$ cat src/rtl/axi_apb_pkg.sv
// Shared types and response codes for the AXI-lite to APB request scheduler.
package axi_apb_pkg;

  typedef enum logic [2:0] {
    IDLE,
    ISSUE,
    WAIT_RSP,
    LOCAL_ERR,
    RESP_B,
    RESP_R
  } sched_state_t;

  typedef enum logic {
    GRANT_RD = 1'b0,
    GRANT_WR = 1'b1
  } grant_t;

  localparam logic [1:0] RESP_OKAY   = 2'b00;
  localparam logic [1:0] RESP_SLVERR = 2'b10;
  localparam logic [1:0] RESP_DECERR = 2'b11;

  function automatic logic [1:0] engine_resp(input logic err);
    return err ? RESP_SLVERR : RESP_OKAY;
  endfunction

endpackage

$ cat src/rtl/axi_lite_hold_reg.sv
// One-entry valid/ready capture register; emptied only by an explicit release pulse.
module axi_lite_hold_reg #(
  parameter int WIDTH = 32
) (
  input  logic             clk,
  input  logic             rst,
  input  logic             in_valid,
  output logic             in_ready,
  input  logic [WIDTH-1:0] in_data,
  input  logic             release_en,
  output logic             full,
  output logic [WIDTH-1:0] out_data
);

  logic             en_q, en_d;
  logic             full_q, full_d;
  logic [WIDTH-1:0] data_q, data_d;

  // Ready stays low through reset and rises on the first edge after release.
  assign in_ready = en_q && !full_q;
  assign full     = full_q;
  assign out_data = data_q;

  // NOTE: every signal assigned here gets a default first, so no path leaves it unassigned and no latch is inferred.
  always_comb begin
    en_d   = 1'b1;
    full_d = full_q;
    data_d = data_q;
    if (release_en) full_d = 1'b0;
    if (in_valid && in_ready) begin
      full_d = 1'b1;
      data_d = in_data;
    end
  end

  // NOTE: state updates use non-blocking assignments so every flop samples pre-edge values.
  always_ff @(posedge clk or negedge rst) begin
    if (!rst) begin
      en_q   <= 1'b0;
      full_q <= 1'b0;
      // NOTE: the payload is reset too; it is a single register, so the cost is trivial and outputs stay deterministic.
      data_q <= '0;
    end else begin
      en_q   <= en_d;
      full_q <= full_d;
      data_q <= data_d;
    end
  end

endmodule

$ cat src/rtl/axi_apb_req_scheduler.sv
// AXI-lite front end for the APB bridge: captures AW/W/AR, arbitrates round-robin,
// issues one command at a time to the APB engine and returns the result on B or R.
module axi_apb_req_scheduler
  import axi_apb_pkg::*;
#(
  parameter int              ADDR_W   = 32,
  parameter int              DATA_W   = 32,
  parameter logic [ADDR_W-1:0] WIN_BASE = '0,
  parameter logic [ADDR_W-1:0] WIN_MASK = '0
) (
  input  logic                clk,
  input  logic                rst,
  input  logic [ADDR_W-1:0]   AWADDR,
  input  logic                AWVALID,
  output logic                AWREADY,
  input  logic [DATA_W-1:0]   WDATA,
  input  logic [DATA_W/8-1:0] WSTRB,
  input  logic                WVALID,
  output logic                WREADY,
  output logic [1:0]          BRESP,
  output logic                BVALID,
  input  logic                BREADY,
  input  logic [ADDR_W-1:0]   ARADDR,
  input  logic                ARVALID,
  output logic                ARREADY,
  output logic [DATA_W-1:0]   RDATA,
  output logic [1:0]          RRESP,
  output logic                RVALID,
  input  logic                RREADY,
  output logic                cmd_valid,
  input  logic                cmd_ready,
  output logic                cmd_write,
  output logic [ADDR_W-1:0]   cmd_addr,
  output logic [DATA_W-1:0]   cmd_wdata,
  output logic [DATA_W/8-1:0] cmd_strb,
  input  logic                rsp_valid,
  input  logic [DATA_W-1:0]   rsp_rdata,
  input  logic                rsp_err
);

  localparam int STRB_W = DATA_W / 8;

  logic                aw_full, w_full, ar_full;
  logic [ADDR_W-1:0]   aw_addr, ar_addr;
  logic [DATA_W-1:0]   w_data;
  logic [STRB_W-1:0]   w_strb;
  logic                rel_wr, rel_rd;

  sched_state_t        state_q, state_d;
  grant_t              last_grant_q, last_grant_d;
  logic                cmd_valid_q, cmd_valid_d;
  logic                cmd_write_q, cmd_write_d;
  logic [ADDR_W-1:0]   cmd_addr_q, cmd_addr_d;
  logic [DATA_W-1:0]   cmd_wdata_q, cmd_wdata_d;
  logic [STRB_W-1:0]   cmd_strb_q, cmd_strb_d;
  logic                bvalid_q, bvalid_d;
  logic [1:0]          bresp_q, bresp_d;
  logic                rvalid_q, rvalid_d;
  logic [1:0]          rresp_q, rresp_d;
  logic [DATA_W-1:0]   rdata_q, rdata_d;

  axi_lite_hold_reg #(.WIDTH(ADDR_W)) u_aw (
    .clk(clk), .rst(rst), .in_valid(AWVALID), .in_ready(AWREADY), .in_data(AWADDR),
    .release_en(rel_wr), .full(aw_full), .out_data(aw_addr)
  );

  axi_lite_hold_reg #(.WIDTH(DATA_W + STRB_W)) u_w (
    .clk(clk), .rst(rst), .in_valid(WVALID), .in_ready(WREADY), .in_data({WDATA, WSTRB}),
    .release_en(rel_wr), .full(w_full), .out_data({w_data, w_strb})
  );

  axi_lite_hold_reg #(.WIDTH(ADDR_W)) u_ar (
    .clk(clk), .rst(rst), .in_valid(ARVALID), .in_ready(ARREADY), .in_data(ARADDR),
    .release_en(rel_rd), .full(ar_full), .out_data(ar_addr)
  );

  logic              wr_elig, rd_elig, pick_wr, in_win;
  logic [ADDR_W-1:0] grant_addr;

  assign wr_elig    = aw_full && w_full;
  assign rd_elig    = ar_full;
  assign pick_wr    = wr_elig && (!rd_elig || (last_grant_q == GRANT_RD));
  assign grant_addr = pick_wr ? aw_addr : ar_addr;
  assign in_win     = ((grant_addr & WIN_MASK) == (WIN_BASE & WIN_MASK));

  // Hold regs are freed once the command is handed off or the decode miss is answered locally.
  assign rel_wr = (last_grant_q == GRANT_WR) &&
                  (((state_q == ISSUE) && cmd_ready) || (state_q == LOCAL_ERR));
  assign rel_rd = (last_grant_q == GRANT_RD) &&
                  (((state_q == ISSUE) && cmd_ready) || (state_q == LOCAL_ERR));

  always_comb begin
    state_d      = state_q;
    last_grant_d = last_grant_q;
    cmd_valid_d  = cmd_valid_q;
    cmd_write_d  = cmd_write_q;
    cmd_addr_d   = cmd_addr_q;
    cmd_wdata_d  = cmd_wdata_q;
    cmd_strb_d   = cmd_strb_q;
    bvalid_d     = bvalid_q;
    bresp_d      = bresp_q;
    rvalid_d     = rvalid_q;
    rresp_d      = rresp_q;
    rdata_d      = rdata_q;
    unique case (state_q)
      IDLE: begin
        if (wr_elig || rd_elig) begin
          last_grant_d = pick_wr ? GRANT_WR : GRANT_RD;
          if (in_win) begin
            state_d     = ISSUE;
            cmd_valid_d = 1'b1;
            cmd_write_d = pick_wr;
            cmd_addr_d  = grant_addr;
            cmd_wdata_d = pick_wr ? w_data : '0;
            cmd_strb_d  = pick_wr ? w_strb : '0;
          end else begin
            state_d = LOCAL_ERR;
          end
        end
      end
      ISSUE: begin
        if (cmd_ready) begin
          state_d     = WAIT_RSP;
          cmd_valid_d = 1'b0;
          cmd_write_d = 1'b0;
          cmd_addr_d  = '0;
          cmd_wdata_d = '0;
          cmd_strb_d  = '0;
        end
      end
      WAIT_RSP: begin
        if (rsp_valid) begin
          if (last_grant_q == GRANT_WR) begin
            state_d  = RESP_B;
            bvalid_d = 1'b1;
            bresp_d  = engine_resp(rsp_err);
          end else begin
            state_d  = RESP_R;
            rvalid_d = 1'b1;
            rresp_d  = engine_resp(rsp_err);
            rdata_d  = rsp_rdata;
          end
        end
      end
      LOCAL_ERR: begin
        if (last_grant_q == GRANT_WR) begin
          state_d  = RESP_B;
          bvalid_d = 1'b1;
          bresp_d  = RESP_DECERR;
        end else begin
          state_d  = RESP_R;
          rvalid_d = 1'b1;
          rresp_d  = RESP_DECERR;
          rdata_d  = '0;
        end
      end
      RESP_B: begin
        if (BREADY) begin
          state_d  = IDLE;
          bvalid_d = 1'b0;
        end
      end
      RESP_R: begin
        if (RREADY) begin
          state_d  = IDLE;
          rvalid_d = 1'b0;
        end
      end
      default: state_d = IDLE;
    endcase
  end

  always_ff @(posedge clk or negedge rst) begin
    if (!rst) begin
      state_q      <= IDLE;
      last_grant_q <= GRANT_RD;
      cmd_valid_q  <= 1'b0;
      cmd_write_q  <= 1'b0;
      cmd_addr_q   <= '0;
      cmd_wdata_q  <= '0;
      cmd_strb_q   <= '0;
      bvalid_q     <= 1'b0;
      bresp_q      <= '0;
      rvalid_q     <= 1'b0;
      rresp_q      <= '0;
      rdata_q      <= '0;
    end else begin
      state_q      <= state_d;
      last_grant_q <= last_grant_d;
      cmd_valid_q  <= cmd_valid_d;
      cmd_write_q  <= cmd_write_d;
      cmd_addr_q   <= cmd_addr_d;
      cmd_wdata_q  <= cmd_wdata_d;
      cmd_strb_q   <= cmd_strb_d;
      bvalid_q     <= bvalid_d;
      bresp_q      <= bresp_d;
      rvalid_q     <= rvalid_d;
      rresp_q      <= rresp_d;
      rdata_q      <= rdata_d;
    end
  end

  assign cmd_valid = cmd_valid_q;
  assign cmd_write = cmd_write_q;
  assign cmd_addr  = cmd_addr_q;
  assign cmd_wdata = cmd_wdata_q;
  assign cmd_strb  = cmd_strb_q;
  assign BVALID    = bvalid_q;
  assign BRESP     = bresp_q;
  assign RVALID    = rvalid_q;
  assign RRESP     = rresp_q;
  assign RDATA     = rdata_q;

  // A completion pulse with nothing outstanding is dropped by the FSM and flagged here.
  a_rsp_only_in_wait: assert property (@(posedge clk) disable iff (!rst)
    rsp_valid |-> (state_q == WAIT_RSP));

endmodule

$ cat config.mk
export PLATFORM = sky130hd
export DESIGN_NAME = axi_apb_req_scheduler
export DESIGN_NICKNAME = d
export VERILOG_FILES = /design/src/rtl/axi_apb_pkg.sv /design/src/rtl/axi_lite_hold_reg.sv /design/src/rtl/axi_apb_req_scheduler.sv
export SDC_FILE = /design/constraint.sdc
export NUM_CORES = 1
export LEC_CHECK = 0
export ABC_AREA = 1
export BUFFER_PORTS_ARGS = -buffer_cell sky130_fd_sc_hd__buf_4
export CAP_MARGIN = 30
export CORE_AREA = 2 2 154 126
export DETAILED_ROUTE_END_ITERATION = 6
export DIE_AREA = 0 0 156 128
export GPL_TIMING_DRIVEN = 0
export HOLD_SLACK_MARGIN = 0.15
export PLACE_DENSITY = 0.69
export SETUP_SLACK_MARGIN = 0.15
export SLEW_MARGIN = 20
export SYNTH_ARGS = -nofsm -noshare
export SYNTH_HDL_FRONTEND = slang
export SYNTH_SLANG_ARGS = --single-unit
$ cat constraint.sdc
create_clock -name clk -period 1.9 [get_ports clk]
set_input_delay 0.38 -clock clk [delete_from_list [all_inputs] [get_ports clk]]
set_output_delay 0.38 -clock clk [all_outputs]
set_load 0.01 [all_outputs]
==> results.json, run 1 <==
{
  "slew_violations": 0,
  "cp_cell_sequence": "nor2_2 > buf_4",
  "hold_path.class": "input port to flop",
  "synth_edf_count": 0,
  "outcome": "completed",
  "leakagePower_nw": 6.43,
  "synth_top_area_cell": "dfrtp_1",
  "path_clk_slew_ns": 0.06,
  "area_growth_pct": 50.2,
  "syn_avg_cell_area_um2": 11.1,
  "cts_tree": "done",
  "startpoint_type": "flop",
  "synth_top_family_by_area": "simple AND/OR/NAND/NOR gates",
  "start_util_pct": 46.2,
  "grt_pass1_vias": 7051,
  "hpwl_mm": 15.2,
  "met3_usage_pct": 5.95,
  "clock_path_buffers": 3,
  "drt-vias-per-instance": 4.87,
  "yosys.area_share.simple_pct": 13.6,
  "grt_busiest_layer": "met2",
  "grt_first_pass_wirelength_mm": 36.6,
  "synth-seq-area-share_pct": 63.2,
  "slew-limit-headroom_pct": 60.3,
  "die_w_um": 156,
  "grtUsageMet1_pct": 30.1,
  "seq_power_share_pct": 38.8,
  "wirelength_mm": 22.9,
  "track_usage_pct": 23.0,
  "combPwrFrac_pct": 37.2,
  "power_switching_mw": 6.76,
  "synth_compound_area_share_pct": 6.51,
  "synth_common_cells": "nand2_1 (231), dfrtp_1 (216), mux2_2 (100), o21ai_0 (62), nor2_1 (38)",
  "p_clk_share_pct": 24.0,
  "io_pins": 253,
  "antenna_left": 0,
  "synth_seq_cells": 216,
  "setup_viol": 0,
  "ys.flop_type": "dfrtp_1",
  "max_stage_delay_ns": 0.41,
  "critPathSlowestCell": "dfrtp_1",
  "worstPathArrival_ns": 1.28,
  "wire_per_inst_um": 16.1,
  "synth_top_area_share_pct": 63.2,
  "drt_iter0_markers": 343,
  "fmax_ghz": 0.604,
  "synth_nets": 911,
  "synth-adder-area-share_pct": 0,
  "ir_worst_vdd_v": 0.000872,
  "netlist_instances": 769,
  "grt_overflow_total": 0,
  "drcViolationCount": 0,
  "nets": 1310,
  "yosysUniqueCellTypes": 27,
  "drt-pass1-iter-count": 4,
  "num_vias": 6914,
  "cap_violations": 0,
  "syn-cell-area_mm2": 0.00855,
  "rsz0062_at_grt": "yes",
  "die_y_um": 128,
  "cts_max_level": 1,
  "ys_warn_count": 0,
  "cp-end-kind": "output pin",
  "cts_sinks": 216,
  "drive_above_1_share_pct": 37.9,
  "p_int_mw": 13.3,
  "tightest_slew_ns": 0.595,
  "synth_most_common_cell": "nand2_1",
  "antenna_found_initial": 0,
  "hold_violations": 0,
  "cts_root_buf": "clkbuf_16",
  "period_needed_ns": 1.66,
  "gp_congestion": 0.792,
  "grtUsageMet2_pct": 38.5,
  "post-route-period-util_pct": 87.2,
  "core_area_mm2": 0.0185,
  "skew_ns": 0.00607,
  "synthMuxAreaShare_pct": 13.2,
  "dieArea_mm2": 0.0200,
  "criticalPathCategory": "flop to output pin",
  "grt_max_degree": 89,
  "synth_xor_area_share_pct": 0,
  "cts_buffers": 23,
  "rows": 45,
  "powerDensity_mw_per_mm2": 1560,
  "async_flop_share_pct": 100,
  "insertion_delay_ns": 0.49,
  "power_mw": 20.1,
  "synthTopCellsByArea": "dfrtp_1 (63%), mux2_2 (13%), nand2_1 (10%)",
  "whs_ns": 0.171,
  "cp.required_ns": 1.52,
  "cp_max_fo": 3,
  "diodes": 0,
  "port_buffers": 252,
  "netSwitchingFraction_pct": 33.7
}
==> flip-flops by register name, indices dropped and copies added (netlist names) <==
name           flops
RDATA             32
u_ar.full          1
BVALID             1
u_aw.full          1
last_grant_q       1
cmd_addr          32
RVALID             1
cmd_valid          1
u_ar.out_data     32
cmd_wdata         32
u_ar.en_q          1
u_aw.out_data     32
cmd_write          1
u_w.out_data      36
state_q            3
BRESP              2
RRESP              2
cmd_strb           4
u_w.full           1
==> cells by family (layout without fill, tap and decap cells) <==
kind of cell           Yosys count  in the layout
AO/OA/AOI/OAI                  107            107
buffers and inverters           55            470
flip-flops                     216            216
multiplexers                   100            100
other                            1              1
AND/OR/NAND/NOR                290            290
==> final cells by class <==
type	instances	area, um2
inverters	15	56.3
repair buffers	374	3150
clock buffers	34	697
well taps	235	294
multi-input cells	498	2860
clock inverters	7	135
flip-flops and latches	216	5410
fillers	1378	5680
plain buffers	40	244
==> through the flow <==
| stage | utilization (%) | TNS [ns] | instance area, um2 | setup slack, ns | cells |
|---|---|---|---|---|---|
| floorplan | - | 0 | 8550 | 0.484 | 769 |
| detailed placement | 58.3 | 0 | 10800 | 0.100 | 1258 |
| global placement | 58.0 | -248.85 | 10700 | -1.17 | 1256 |
| CTS | 69.2 | 0 | 12800 | 0.168 | 1417 |
| global route | 69.3 | 0 | 12800 | 0.0935 | 1419 |
| finish | 69.3 | 0 | 12800 | 0.244 | 1419 |
==> final timing paths <==
check | slack (ns) | cells after the start | startpoint | endpoint
min | 0.17 | 3 | rsp_rdata[22] | RDATA[22]
min reg2reg | 0.47 | 2 | u_w.out_data[17] | cmd_wdata[13]
max reg2reg | 0.25 | 5 | u_ar.en_q | u_ar.out_data[17]
min in group asynchronous | 0.48 | 2 | rst | cmd_wdata[20]
max in group asynchronous | 0.59 | 3 | rst | u_aw.out_data[29]
max | 0.24 | 2 | u_w.full | WREADY
==> timing repair <==
item	4_1_cts	5_1_grt
resized for setup	3	2
hold endpoints to repair	191	0
pin swaps	0	1
endpoints found under the setup margin	24	23
setup buffers	0	2
hold buffers	118	0
==> metal layers <==
metal / part of all wire [%] / vias up
met4: 2.2 / 0
met5: 0 / -
li1: - / 3327
met1: 43 / 3311
met3: 7.7 / 40
met2: 47 / 236
==> power by group through the flow <==
stage	combinational [mW]	clock [mW]	sequential (mW)
after global placement	7.12	0	7.74
final	7.48	4.82	7.80
after detailed placement	7.30	0	7.80
after floorplan	3.98	0	7.99
after global routing	8.33	5.13	8.04
after CTS	7.54	4.93	7.76
==> worst max-delay path, delay by kind of cell, from the launching register on <==
family | cells | cell delay [ns]
buffers and inverters | 1 | 0.16
flip-flops | 1 | 0.41
AND/OR/NAND/NOR | 1 | 0.22
==> layout by cell type, fill, tap and decap left out, types with 2 or more instances in the layout <==
master	synthesis	final
buf_4	2	255
nand2_1	231	231
dfrtp_1	216	216
dlygate4sd3_1	0	118
mux2_2	100	100
o21ai_0	62	62
nor2_1	38	37
o21ai_1	36	36
clkbuf_16	0	23
buf_2	23	22
inv_1	11	11
clkbuf_1	7	8
clkbuf_8	0	8
buf_6	7	7
nand3_1	5	5
inv_2	4	4
o21ai_2	4	4
bufinv_16	0	4
nor2_2	2	3
nor2_4	3	3
nand2_2	3	3
a21oi_1	3	3
clkinv_2	0	3
nand3_2	2	2
clkbuf_2	1	2
and2_1	2	2
nand4_1	2	2
buf_16	0	2
(Power assumes the default switching activity.)
==> inputs of run 2 (changes only) <==
--- a/config.mk
+++ b/config.mk
@@ -5,7 +5,6 @@
 export SDC_FILE = /design/constraint.sdc
 export NUM_CORES = 1
 export LEC_CHECK = 0
-export ABC_AREA = 1
 export BUFFER_PORTS_ARGS = -buffer_cell sky130_fd_sc_hd__buf_4
 export CAP_MARGIN = 30
 export CORE_AREA = 2 2 154 126
==> results.json, run 2 <==
{
  "reg2reg_from": "state_q[1]",
  "crit_family": "simple AND/OR/NAND/NOR gates",
  "path_clk_slew_ns": 0.06,
  "reg2reg_setup_slack_ns": 0.07,
  "cp_cell_sequence": "buf_6 > or4_4 > and2_4 > buf_12 > buf_16 > a22o_1",
  "tightest_slew_ns": 0.517,
  "grt_pass1_vias": 7135,
  "dieArea_mm2": 0.0200,
  "cp-end-kind": "flop",
  "track_usage_pct": 23.7,
  "final_cell_mix": "buf_4 (270), dfrtp_1 (215), dlygate4sd3_1 (135)",
  "hpwl_mm": 14.7,
  "drt-pass1-iter-count": 5,
  "ff2ff_path_depth": 6,
  "rows": 45,
  "post-route-period-util_pct": 96.2,
  "die_w_um": 156,
  "cp_max_fo": 8,
  "port_buffers": 252,
  "drive_above_1_share_pct": 42.5,
  "r2r_end": "cmd_wdata[14]",
  "final_common_cell": "buf_4",
  "synthTopCellsByArea": "dfrtp_1 (64%), mux2_2 (14%), mux2i_1 (3.9%)",
  "cts_buffers": 23,
  "whs_ns": 0.180,
  "fill_cells": 1268,
  "grt_overflow_total": 0,
  "synth_most_common_cell": "dfrtp_1",
  "synth_seq_cells": 216,
  "fmax_ghz": 0.547,
  "skew_ns": 0.0113,
  "criticalPathCategory": "flop to flop",
  "rsz0062_at_grt": "yes",
  "postLayoutCoreUtil_pct": 71.2,
  "critPathSlowestCell": "or4_4",
  "cts_max_level": 1,
  "diodes": 0,
  "drcViolationCount": 0,
  "wire_per_inst_um": 18.0,
  "io_pins": 253,
  "leakagePower_nw": 6.43,
  "antenna_found_initial": 0,
  "setup_viol": 0,
  "cap_violations": 0,
  "slew_violations": 0,
  "async_flop_share_pct": 100,
  "ys.flop_type": "dfrtp_1",
  "grt_first_pass_wirelength_mm": 37.7,
  "gp_congestion": 0.766,
  "num_vias": 6744,
  "cts_root_buf": "clkbuf_16",
  "syn_avg_cell_area_um2": 13.2,
  "nets": 1210,
  "synth_top_area_share_pct": 63.6,
  "hold_depth": 3,
  "insertion_delay_ns": 0.49,
  "cts_sinks": 216,
  "synth_common_cells": "dfrtp_1 (216), mux2_2 (103), nand3_1 (64), o21ai_0 (62)",
  "yosysUniqueCellTypes": 35,
  "syn-cell-area_mm2": 0.00849,
  "synth_top_area_cell": "dfrtp_1",
  "min_to": "state_q[1]",
  "die_y_um": 128,
  "start_util_pct": 45.8,
  "drt-vias-per-instance": 5.11,
  "antenna_left": 0,
  "wirelength_mm": 23.8,
  "powerDensity_mw_per_mm2": 1600,
  "path_buf_inv": 3,
  "slew-limit-headroom_pct": 65.6,
  "cp.required_ns": 2.27,
  "core_area_mm2": 0.0185,
  "netlist_instances": 642,
  "synth_nets": 784,
  "ir_worst_vdd_v": 0.000884,
  "area_growth_pct": 55.3,
  "power_mw": 21.1,
  "clock_path_buffers": 3,
  "worstPathArrival_ns": 2.20,
  "hp-start": "cmd_ready",
  "synth-seq-area-share_pct": 63.6,
  "startpoint_type": "flop",
  "grt_max_degree": 99,
  "largest_reg_flops": 36,
  "synth_edf_count": 0,
  "ys_warn_count": 0,
  "period_needed_ns": 1.83,
  "outcome": "completed",
  "hold_violations": 0,
  "cts_tree": "done",
  "max_stage_delay_ns": 0.57,
  "hold_path.class": "input port to flop",
  "drt_iter0_markers": 301
}
## run 2: cell types whose count changed after synthesis, moves of 7 or more
cell | before | now
nor2_1 | 38 | 5
mux2i_1 | 0 | 33
buf_1 | 0 | 9
inv_1 | 11 | 36
a22o_1 | 0 | 36
nand3_1 | 5 | 64
o21ai_1 | 36 | 4
nand2_1 | 231 | 10
buf_2 | 23 | 16
## run 2: cell type report
type,count,area [um2],share of cell area [%]
Buffer,43,322,2.44
Multi-Input combinational cell,346,2760,21.0
Tap cell,235,294,2.23
Timing Repair Buffer,402,3470,26.3
Clock inverter,6,82.6,0.626
Clock buffer,35,721,5.46
Inverter,36,135,1.02
Sequential cell,216,5410,41.0
## run 2: through the flow
stage,setup slack [ns],cell area [um2],std cells,setup TNS (ns)
finish,0.0715,13200,1319,0
global route,0.0321,13200,1319,0
CTS,0.0669,13100,1317,0
detailed placement,-0.176,10700,1131,-4.42
global placement,-1.17,10700,1129,-251.31
floorplan,0.184,8490,642,0
## run 2: routing by layer
| layer | vias to the layer above | wire [um] | global-route usage (%) |
|---|---|---|---|
| met5 | - | 0 | 0 |
| li1 | 3123 | - | - |
| met2 | 216 | 11300 | 38.8 |
| met4 | 0 | 626 | 7.23 |
| met3 | 55 | 1460 | 5.68 |
| met1 | 3350 | 10400 | 31.7 |
## run 2: worst max-delay path by stage
stage	from	endpoint	slack, ns	cells after the start
after floorplan	state_q[1]	cmd_wdata[23]	0.18	6
after global placement	rst	cmd_valid	-1.17	1
after detailed placement	last_grant_q	cmd_wdata[22]	-0.18	6
after CTS	state_q[0]	cmd_wdata[15]	0.07	6
after global routing	state_q[0]	cmd_wdata[14]	0.03	6
final	state_q[1]	cmd_wdata[14]	0.07	6
## run 2: power breakdown
| part | total, mW | switching (mW) | internal (mW) |
|---|---|---|---|
| Combinational | 8.56 | 3.94 | 4.62 |
| Clock | 4.69 | 1.82 | 2.88 |
| Sequential | 7.87 | 1.16 | 6.71 |
## run 2: cell families after synthesis
group / share of synthesized area, %
flip-flops: 63.6
buffers and inverters: 4.35
AND/OR/NAND/NOR: 5.58
AO/OA/AOI/OAI: 8.84
other: 0.0442
multiplexers: 17.5
## run 2: repair_timing
item | in CTS | in global routing
setup endpoints to repair | 194 | 113
resized for setup | 43 | 24
endpoints found under the hold margin | 350 | 0
hold buffers | 135 | 0
setup buffers | 7 | 3
pin swaps | 4 | 7
gates cloned | 3 | 0
## run 2: worst register-to-register path, cell delays in order (launching register included)
cell	delay, ns
dfrtp_1	0.37
buf_6	0.12
or4_4	0.57
and2_4	0.17
buf_12	0.15
buf_16	0.14
a22o_1	0.19
==> inputs of run 3 (changes only) <==
--- a/config.mk
+++ b/config.mk
@@ -10,9 +10,8 @@
 export CORE_AREA = 2 2 154 126
 export DETAILED_ROUTE_END_ITERATION = 6
 export DIE_AREA = 0 0 156 128
-export GPL_TIMING_DRIVEN = 0
 export HOLD_SLACK_MARGIN = 0.15
-export PLACE_DENSITY = 0.69
+export PLACE_DENSITY = 0.72
 export SETUP_SLACK_MARGIN = 0.15
 export SLEW_MARGIN = 20
 export SYNTH_ARGS = -nofsm -noshare
==> results.json, run 3 (same netlist as run 2, synthesis figures left out) <==
{
  "path_clk_slew_ns": 0.06,
  "r2r_end": "cmd_strb[0]",
  "slew_violations": 0,
  "startpoint_type": "flop",
  "setup_viol": 0,
  "gp_congestion": 0.772,
  "nets": 1175,
  "drcViolationCount": 0,
  "grt_overflow_total": 0,
  "period_needed_ns": 1.69,
  "skew_ns": 0.00711,
  "final_common_cell": "buf_4",
  "grt_first_pass_wirelength_mm": 36.0,
  "post-route-period-util_pct": 88.9,
  "port_buffers": 252,
  "core_area_mm2": 0.0185,
  "cts_sinks": 216,
  "track_usage_pct": 22.7,
  "insertion_delay_ns": 0.49,
  "worstPathArrival_ns": 1.31,
  "rsz0062_at_grt": "no",
  "clock_path_buffers": 3,
  "rows": 45,
  "final_area_mm2": 0.0129,
  "area_growth_pct": 51.7,
  "antenna_found_initial": 1,
  "final_cell_mix": "buf_4 (263), dfrtp_1 (216), dlygate4sd3_1 (135)",
  "criticalPathCategory": "flop to output pin",
  "whs_ns": 0.184,
  "cp.required_ns": 1.52,
  "wire_per_inst_um": 17.7,
  "drt-pass1-iter-count": 4,
  "grt_pass1_vias": 6895,
  "ir_worst_vdd_v": 0.000753,
  "cts_buffers": 22,
  "power_mw": 19.6,
  "die_y_um": 128,
  "num_vias": 6539,
  "antenna_left": 0,
  "largest_reg_flops": 36,
  "cp-end-kind": "output pin",
  "drt-vias-per-instance": 5.09,
  "io_pins": 253,
  "die_w_um": 156,
  "ff2ff_path_depth": 5,
  "fmax_ghz": 0.592,
  "setup_tns_ns": 0,
  "start_util_pct": 45.8,
  "cts_max_level": 1,
  "powerDensity_mw_per_mm2": 1530,
  "outcome": "completed",
  "cts_setup_buffers": 0,
  "dieArea_mm2": 0.0200,
  "cts_root_buf": "clkbuf_16",
  "placed_cell_area_mm2": 0.0108,
  "crit_end": "ARREADY",
  "cap_violations": 0,
  "wirelength_mm": 22.7,
  "cp_max_fo": 3,
  "reg2reg_from": "u_aw.full",
  "leakagePower_nw": 6.25,
  "crit_start": "u_ar.full",
  "hold_path.class": "input port to flop",
  "drt_iter0_markers": 280,
  "drive_above_1_share_pct": 40.1,
  "cts_tree": "done",
  "reg2reg_setup_slack_ns": 0.24,
  "hold_violations": 0,
  "hpwl_mm": 13.4,
  "grt_max_degree": 68
}
-- run 3: cell count changes in the layout (fill, tap and decap cells not counted), sizes merged --
| cell | delta |
|---|---|
| buf | -22 |
| bufinv | -2 |
| clkbuf | -13 |
| clkinv | +2 |
| clkinvlp | -1 |
| diode | +1 |
| inv | +1 |
-- run 3: layout make-up --
class / count / area [um2]
antenna: 1 / 2.50
clock buffer: 34 / 687
clock inverter: 6 / 33.8
fill: 1267 / 5640
inverter: 36 / 135
multi-input combinational: 346 / 2750
sequential: 216 / 5410
tap: 235 / 294
timing repair buffer: 411 / 3570
-- run 3: routing by layer --
layer / up-vias / global-route usage [%] / share of wire [%]
met5: - / 0 / 0
met4: 0 / 7.66 / 3.1
met3: 50 / 5.44 / 6.2
met2: 197 / 39.0 / 49
met1: 3247 / 28.5 / 42
li1: 3045 / - / -
-- run 3: worst max-delay path, stage by stage, from the launching register on --
cell and delay, ns:
dfrtp_1 0.40, nor2b_1 0.24, buf_4 0.18
-- run 3: repair_timing --
action,CTS,global route
endpoints found under the hold margin,181,0
resized for setup,1,2
setup endpoints to repair,1,38
cloned,0,0
hold buffers,135,0
-- run 3: worst min path at each step --
stage / start / slack, ns / end / depth (start not counted)
final: WVALID / 0.18 / u_w.full / 3
after CTS: WVALID / 0.17 / u_w.full / 3
after floorplan: rst / 0.08 / BRESP[0] / 0
after detailed placement: rst / 0.40 / cmd_wdata[5] / 1
after global placement: rst / 0.39 / cmd_wdata[5] / 1
after global routing: WVALID / 0.19 / u_w.full / 3
-- run 3: metrics by stage --
stage / cells / setup slack, ns / utilization, %
after floorplan: 642 / 0.184 / -
after global placement: 1109 / 0.265 / 58.3
after detailed placement: 1109 / 0.213 / 58.3
after CTS: 1284 / 0.164 / 69.5
after global routing: 1285 / 0.163 / 69.5
final: 1285 / 0.211 / 69.5
-- run 3: power by group --
group          switching (mW)  internal [mW]
clock                    1.76           2.49
combinational            3.59           3.96
sequential               1.14           6.71
